File: config.mk
export PLATFORM = sky130hd
export DESIGN_NAME = bounce_generator
export DESIGN_NICKNAME = d
export VERILOG_FILES = /design/src/rtl/bounce_generator_pkg.sv /design/src/rtl/bounce_generator_lfsr16.sv /design/src/rtl/bounce_generator.sv
export SDC_FILE = /design/constraint.sdc
export NUM_CORES = 1
export LEC_CHECK = 0
export ABC_AREA = 0
export ABC_CLOCK_PERIOD_IN_PS = 3500
export BUFFER_PORTS_ARGS = -buffer_cell sky130_fd_sc_hd__buf_2
export CAP_MARGIN = 25
export CORE_MARGIN = 4
export CORE_UTILIZATION = 29
export CTS_CLUSTER_DIAMETER = 30
export DETAILED_ROUTE_END_ITERATION = 7
export GPL_TIMING_DRIVEN = 0
export REMOVE_ABC_BUFFERS = 1
export SYNTH_ARGS = -nofsm -noshare
export SYNTH_HDL_FRONTEND = slang
export SYNTH_SLANG_ARGS = --single-unit
File: constraint.sdc
create_clock -name i_clk -period 3.5 [get_ports i_clk]
set_input_delay 0.7 -clock i_clk [delete_from_list [all_inputs] [get_ports i_clk]]
set_output_delay 0.7 -clock i_clk [all_outputs]
set_load 0.05 [all_outputs]
File: src/rtl/bounce_generator_pkg.sv
// Shared definitions for the bounce generator: FSM state encodings,
// LFSR tap constant and the LFSR next-state helper.
package bounce_generator_pkg;

    typedef enum logic [1:0] {
        ST_IDLE   = 2'd0,
        ST_BOUNCE = 2'd1,
        ST_SETTLE = 2'd2
    } state_t;

    localparam logic [15:0] LFSR_TAPS = 16'hB400;

    // One step of the 16-bit Galois LFSR: shift right, fold taps in when the
    // bit shifted out is set.
    function automatic logic [15:0] lfsr_next(input logic [15:0] cur);
        lfsr_next = cur[0] ? ((cur >> 1) ^ LFSR_TAPS) : (cur >> 1);
    endfunction

endpackage

File: src/rtl/bounce_generator_lfsr16.sv
// Free-running 16-bit Galois LFSR, reusable by any stimulus block that needs
// a cheap deterministic pseudo-random source.
module lfsr16
    import bounce_generator_pkg::*;
#(
    parameter logic [15:0] p_SEED = 16'hACE1
) (
    input  logic        clk,
    input  logic        rst_n,
    output logic [15:0] state
);

    // Advance every cycle; reset reloads the (nonzero) seed.
    always_ff @(posedge clk or negedge rst_n) begin
        // NOTE: clocked state uses <= so every register samples pre-edge values.
        if (!rst_n) begin
            state <= p_SEED;
        end else begin
            state <= lfsr_next(state);
        end
    end

endmodule

File: src/rtl/bounce_generator.sv
// Switch-bounce imitator: on an accepted level request it chatters the output
// with gaps shorter than a same-width debouncer's tolerance, then settles at
// the requested level and holds it for T+1 cycles before accepting again.
module bounce_generator
    import bounce_generator_pkg::*;
#(
    parameter int          p_CNT_WIDTH  = 2,
    parameter logic        p_INIT_VALUE = 1'b0,
    parameter int          p_BOUNCES    = 3,
    parameter logic [15:0] p_SEED       = 16'hACE1
) (
    input  logic i_clk,
    input  logic i_rst_n,
    input  logic i_valid,
    input  logic i_level,
    output logic o_ready,
    output logic o_out,
    output logic o_settled
);

    // Debouncer tolerance in cycles and counter widths.
    localparam int lp_T        = 1 << p_CNT_WIDTH;
    localparam int lp_TGL_W    = $clog2(2 * p_BOUNCES + 2);
    localparam int lp_SETTLE_W = p_CNT_WIDTH + 1;

    // Index of the final toggle (toggles are counted from zero).
    localparam logic [lp_TGL_W-1:0]    lp_LAST_TOGGLE = lp_TGL_W'(2 * p_BOUNCES);
    localparam logic [lp_SETTLE_W-1:0] lp_SETTLE_END  = lp_SETTLE_W'(lp_T);
    localparam logic [p_CNT_WIDTH-1:0] lp_GAP_ONE     = p_CNT_WIDTH'(1);

    logic [15:0]            w_lfsr;
    logic [p_CNT_WIDTH-1:0] w_gap_raw;
    logic [p_CNT_WIDTH-1:0] w_gap;
    logic                   w_unused_lfsr;

    state_t                 r_state;
    logic                   r_out;
    logic                   r_ready;
    logic                   r_settled;
    logic                   r_target;
    logic [p_CNT_WIDTH-1:0] r_gap;
    logic [lp_TGL_W-1:0]    r_toggle_cnt;
    logic [lp_SETTLE_W-1:0] r_settle_cnt;

    lfsr16 #(
        .p_SEED (p_SEED)
    ) u_lfsr (
        .clk   (i_clk),
        .rst_n (i_rst_n),
        .state (w_lfsr)
    );

    // Gap to the next toggle: low LFSR bits, with zero promoted to one so the
    // gap always lies in 1..T-1 and can never reach the debouncer tolerance.
    assign w_gap_raw     = w_lfsr[p_CNT_WIDTH-1:0];
    assign w_gap         = (w_gap_raw == '0) ? lp_GAP_ONE : w_gap_raw;
    // Upper LFSR bits only feed the sequence itself, not the gap.
    assign w_unused_lfsr = ^w_lfsr;

    // Single FSM: IDLE accepts requests, BOUNCE emits 2*p_BOUNCES+1 toggles,
    // SETTLE holds the final level T+1 cycles before returning to IDLE.
    always_ff @(posedge i_clk or negedge i_rst_n) begin
        if (!i_rst_n) begin
            r_state      <= ST_IDLE;
            r_out        <= p_INIT_VALUE;
            r_ready      <= 1'b1;
            r_settled    <= 1'b0;
            r_target     <= p_INIT_VALUE;
            r_gap        <= '0;
            r_toggle_cnt <= '0;
            r_settle_cnt <= '0;
        end else begin
            r_settled <= 1'b0;
            case (r_state)
                ST_IDLE: begin
                    if (i_valid) begin
                        if (i_level == r_out) begin
                            // Already at the requested level: just acknowledge.
                            r_settled <= 1'b1;
                        end else begin
                            // Gap of one makes the first toggle land on the next edge.
                            r_target     <= i_level;
                            r_state      <= ST_BOUNCE;
                            r_ready      <= 1'b0;
                            r_gap        <= lp_GAP_ONE;
                            r_toggle_cnt <= '0;
                        end
                    end
                end
                ST_BOUNCE: begin
                    if (r_gap == lp_GAP_ONE) begin
                        r_gap <= w_gap;
                        if (r_toggle_cnt == lp_LAST_TOGGLE) begin
                            // Odd toggle count already lands on target; driving it
                            // explicitly keeps the final level robust.
                            r_out        <= r_target;
                            r_state      <= ST_SETTLE;
                            r_settle_cnt <= '0;
                        end else begin
                            r_out        <= ~r_out;
                            r_toggle_cnt <= r_toggle_cnt + 1'b1;
                        end
                    end else begin
                        r_gap <= r_gap - 1'b1;
                    end
                end
                ST_SETTLE: begin
                    if (r_settle_cnt == lp_SETTLE_END) begin
                        r_state   <= ST_IDLE;
                        r_ready   <= 1'b1;
                        r_settled <= 1'b1;
                    end else begin
                        r_settle_cnt <= r_settle_cnt + 1'b1;
                    end
                end
                default: begin
                    r_state <= ST_IDLE;
                    r_ready <= 1'b1;
                end
            endcase
        end
    end

    assign o_ready   = r_ready;
    assign o_out     = r_out;
    assign o_settled = r_settled;

endmodule

### Yosys cells after proc, flatten, opt, wreduce, memory -nomap -nowiden

Cells that the tools add are included.

| operators by class | value |
|---|---|
| add/sub/neg operators | 3 |
| eq/ne operators | 13 |
| multiplexer cells | 28 |
| bitwise logic cells | 4 |
| reductions and logical operators | 11 |

Operators by type and width:

| cell | number |
|---|---|
| $mux 3 | 7 |
| $mux 16 | 1 |
| $mux 2 | 7 |
| $ne 2x2->1 const B | 7 |
| $pmux 3 s2 | 2 |
| $reduce_and 5->1 | 2 |
| $reduce_and 4->1 | 2 |
| $mux 1 | 7 |
| $add 3x1->3 const B | 2 |
| $eq 3x3->1 const B | 2 |
| $pmux 2 s3 | 1 |
| $reduce_and 3->1 | 2 |
| $eq 2x1->1 const B | 2 |
| $logic_not 2->1 | 2 |
| $not 3->4 | 1 |
| $pmux 2 s2 | 1 |
| $reduce_bool 2->1 | 2 |
| $not 1->1 | 3 |
| $pmux 1 s3 | 1 |
| $eq 2x2->1 const B | 1 |
| $pmux 1 s2 | 1 |
| $reduce_and 2->1 | 1 |
| $sub 2x1->2 const B | 1 |
| $eq 1x1->1 | 1 |

| storage, ports and cells | value |
|---|---|
| register bits | 30 |
| bits of input ports | 4 |
| output and inout port bits | 3 |
| logic and storage cells | 68 |

### Logic depth before layout (Yosys ltp)

| logic depth | value |
|---|---|
| depth after elaboration | 4 |
| depth in mapped cells | 5 |
| gate-level depth less buffers | 5 |

### Modules after synthesis

From an unflattened synthesis, not the netlist that was laid out.

| unflattened totals | value |
|---|---|
| cells, all modules | 105 |
| area, all modules | 1283.7 um^2 |

Modules (own cells, without submodules):

| module | instances | cells an instance | area each (um^2) |
|---|---|---|---|
| bounce_generator | 1 | 86 | 847.1 |
| lfsr16 | 1 | 19 | 436.7 |

### Worst setup path after synthesis

Ideal clock, no wire load.

| path | value |
|---|---|
| kind | in2reg |
| start point | input port i_valid |
| end point | register r_toggle_cnt[0] |
| library setup time | 128 ps |
| arrival | 1315 ps |
| slack | 2058 ps |
| stages | 3 |
| path buffers | 0 |
| cells stage by stage | or3b_4 -> o221ai_1 -> o21ai_1 |

| on the way | value |
|---|---|
| word-level cells in the longest chain between the ends | 2 |

Ends and longest elaborated chain:

| what | line | RTL |
|---|---|---|
| from (decl) | bounce_generator.sv:14 | `input logic i_valid,` |
| $ne 2x2->1 (no source line) | n/a |  |
| $reduce_and 5->1 (no source line) | n/a |  |
| to (signal assigned) | bounce_generator.sv:101 | `r_toggle_cnt <= r_toggle_cnt + 1'b1;` |
| to (decl) | bounce_generator.sv:42 | `logic [lp_TGL_W-1:0] r_toggle_cnt;` |

No other way between the ends.
A chain may end at the register's enable or synchronous reset.

### Worst setup path after layout

| path | value |
|---|---|
| start point | register r_out, in the netlist o_out |
| end point | output port o_out |

RTL lines:

| what | line | RTL |
|---|---|---|
| from (decl) | bounce_generator.sv:37 | `logic r_out;` |
| from (signal assigned) | bounce_generator.sv:65 | `r_out <= p_INIT_VALUE;` |
| from (signal assigned) | bounce_generator.sv:96 | `r_out <= r_target;` |
| from (signal assigned) | bounce_generator.sv:100 | `r_out <= ~r_out;` |
| to (decl) | bounce_generator.sv:17 | `output logic o_out,` |

No word-level cell between the ends.

==> flow_summary.yaml <==
global_routing:
  grt_use_total: 0.0912
  first_global_vias: 810
  antenna_found_initial: 0
  grt_max_degree: 31
  overflow: 0
  grt_first_pass_wirelength_um: 3730
worst_setup_path:
  crit_chain: "buf_2"
  path_buf_inv: 1
  cp-start-kind: "flop"
  cp_data_required_time_ps: 2800
  end_kind: "primary output"
  cp_slowest_cell: "dfrtp_1"
  cpLargestDelayFamily: "flip-flops"
  critPathMaxStageDelay_ps: 490
  cp_data_arrival_time_ps: 1090
  worstPathMaxFanout: 7
  criticalPathCategory: "flop to primary output"
floorplanning:
  dieArea_um2: 5460
  coreArea_um2: 4090
  die_w_um: 73.9
  num_io_pins: 7
  rows: 23
  initial_core_util: 0.308
  die_h_um: 73.9
synth:
  yosys_warnings: 0
  synthMostInstantiatedCell: "dfrtp_1"
  synth-edff-count: 0
  synthCells: 98
  synth_area_leaders: "dfrtp_1 42%, dfstp_2 19%, ha_1 5.0%, xor2_1 3.5%, a21oi_1 2.4%"
  syn_avg_cell_area_um2: 12.8
  synthFlopType: "dfrtp_1"
  syn_area_um2: 1260
  synth_top_cell_area_share: 0.417
  synth_area_leader_cell: "dfrtp_1"
  yosysUniqueCellTypes: 34
  ys_seq_area_frac: 0.605
  async_flop_share: 1.00
  synth.ff_latch_count: 30
  ys_top_cells_by_count: "21 x dfrtp_1, 9 x dfstp_2, 6 x a21oi_1"
placement:
  place_area_um2: 1330
  place_congestion: 0.810
  io_buffers: 6
  hpwl_um: 1400
sta:
  worstMarginPinSlew_ps: 638
  finalCritPeriodShare: 0.510
  timing.final.crit_period_ps: 1790
  hold_viol_final: 0
  max_freq_mhz: 560
  finClkSkew_ps: 6.79
  setup_viol: 0
  relSlewSlack: 0.575
  rsz0062_at_grt: "no"
  slew_violations: 0
  tns_ps: 0
pwr:
  p_switching_w: 0.000437
  p_int_w: 0.000781
  p_total_w: 0.00122
  p_leak_nw: 0.665
  pwr-share-seq: 0.411
  vdd_drop_max_mv: 0.262
  comb_power_share: 0.312
  powerDensity_nw_per_um2: 847
  pwr-share-clk: 0.277
  switching_share: 0.359
detailed_routing:
  drc: 0
  drtPass1Iterations: 4
  via_per_inst: 4.96
  postRouteAntennaNets: 0
  drt_iter0_drc: 60
  wl_per_cell_um: 13.5
  wirelength_um: 2150
  vias: 789
layout:
  design_area_um2: 1440
  syn2layout_area_growth_pct: 14.3
  fin_nets: 117
  drive_gt1_frac: 0.248
  n_antenna_cell: 0
cts:
  path_clk_slew_ps: 60
  holdBufCountCts: 0
  clock_latency_ps: 280
  htreeDepth: 2
  cts_resized: 0
  cts.sinks: 30
  cts_setup_buffers: 0
  cts_buffer_depth: 2
  numCtsBuffers: 5
  cts_tree: "done"
  cts_root_buf: "clkbuf_8"
worst_hold_path:
  hold_class: "flop to flop"
status:
  outcome: "completed"
flow_run:
  maxCapViolCount: 0
## state kept, by name, indices dropped and copies added (netlist names)
signal	count
u_lfsr.state	16
r_state	2
o_settled	1
o_out	1
o_ready	1
r_gap	2
r_settle_cnt	3
r_target	1
r_toggle_cnt	3
## power groups by stage
| stage | Combinational (W) | Clock, W | Sequential, W |
|---|---|---|---|
| final | 0.000380 | 0.000337 | 0.000501 |
| after global routing | 0.000423 | 0.000366 | 0.000511 |
| after CTS | 0.000384 | 0.000346 | 0.000497 |
| after detailed placement | 0.000377 | 0 | 0.000503 |
| after global placement | 0.000366 | 0 | 0.000496 |
| after floorplan | 0.000255 | 0 | 0.000531 |
## cell usage in the layout (no fill, tap or decap), drive strengths merged, types with 2 or more instances in the layout
cell type  instances
a211oi             3
a21oi              6
and2b              2
xor2               5
clkbuf             5
o21ai              5
nand2b             2
nand3b             3
nor2               2
inv                5
buf                6
o22ai              3
nand2              4
clkinv             2
mux2i              3
dfrtp             21
xnor2              2
o21bai             2
ha                 5
dfstp              9
o221ai             2
## kinds of logic after synthesis
logic type | share of synthesized area
buffers and inverters | 0.0318
AOI/OAI and AO/OA | 0.135
DFF | 0.605
xor gates and xnor gates | 0.0487
muxes | 0.0328
adders and majority gates | 0.0497
and+or+nand+nor | 0.0964
## per-stage QoR
step                      setup slack [ps]  std cells  utilization  hold WS [ps]
final                                 1710        159        0.352           350
after global routing                  1660        159        0.352           356
after CTS                             1700        159        0.352           354
after detailed placement              1880        151        0.325           343
after global placement                1910        151        0.325           338
after floorplan                       2060         95            -           331
## cell type report
type / count / area, um2
sequential: 30 / 762
tap: 50 / 62.6
fill: 400 / 2650
timing repair buffer: 6 / 30.0
multi-input combinational: 60 / 457
clock inverter: 3 / 40.0
clock buffer: 5 / 68.8
inverter: 5 / 18.8
## metal layers
layer	routed length, um	global-route usage	vias to the layer above
met5	0	0	-
met4	14	0.0423	0
met3	89	0.0328	4
met2	1030	0.141	12
met1	1010	0.113	407
li1	-	-	366
## final timing paths
path                             startpoint          endpoint  slack (ps)  cells past startpoint
min reg2reg                u_lfsr.state[12]  u_lfsr.state[11]         350                      0
max                                   o_out             o_out        1710                      1
max in group asynchronous           i_rst_n          r_gap[1]        2640                      1
min in group asynchronous           i_rst_n   r_settle_cnt[1]         440                      1
min                        u_lfsr.state[12]  u_lfsr.state[11]         350                      0
max reg2reg                 r_toggle_cnt[0]   r_settle_cnt[2]        2040                      5
No activity file was read; power rests on OpenSTA's default activity.
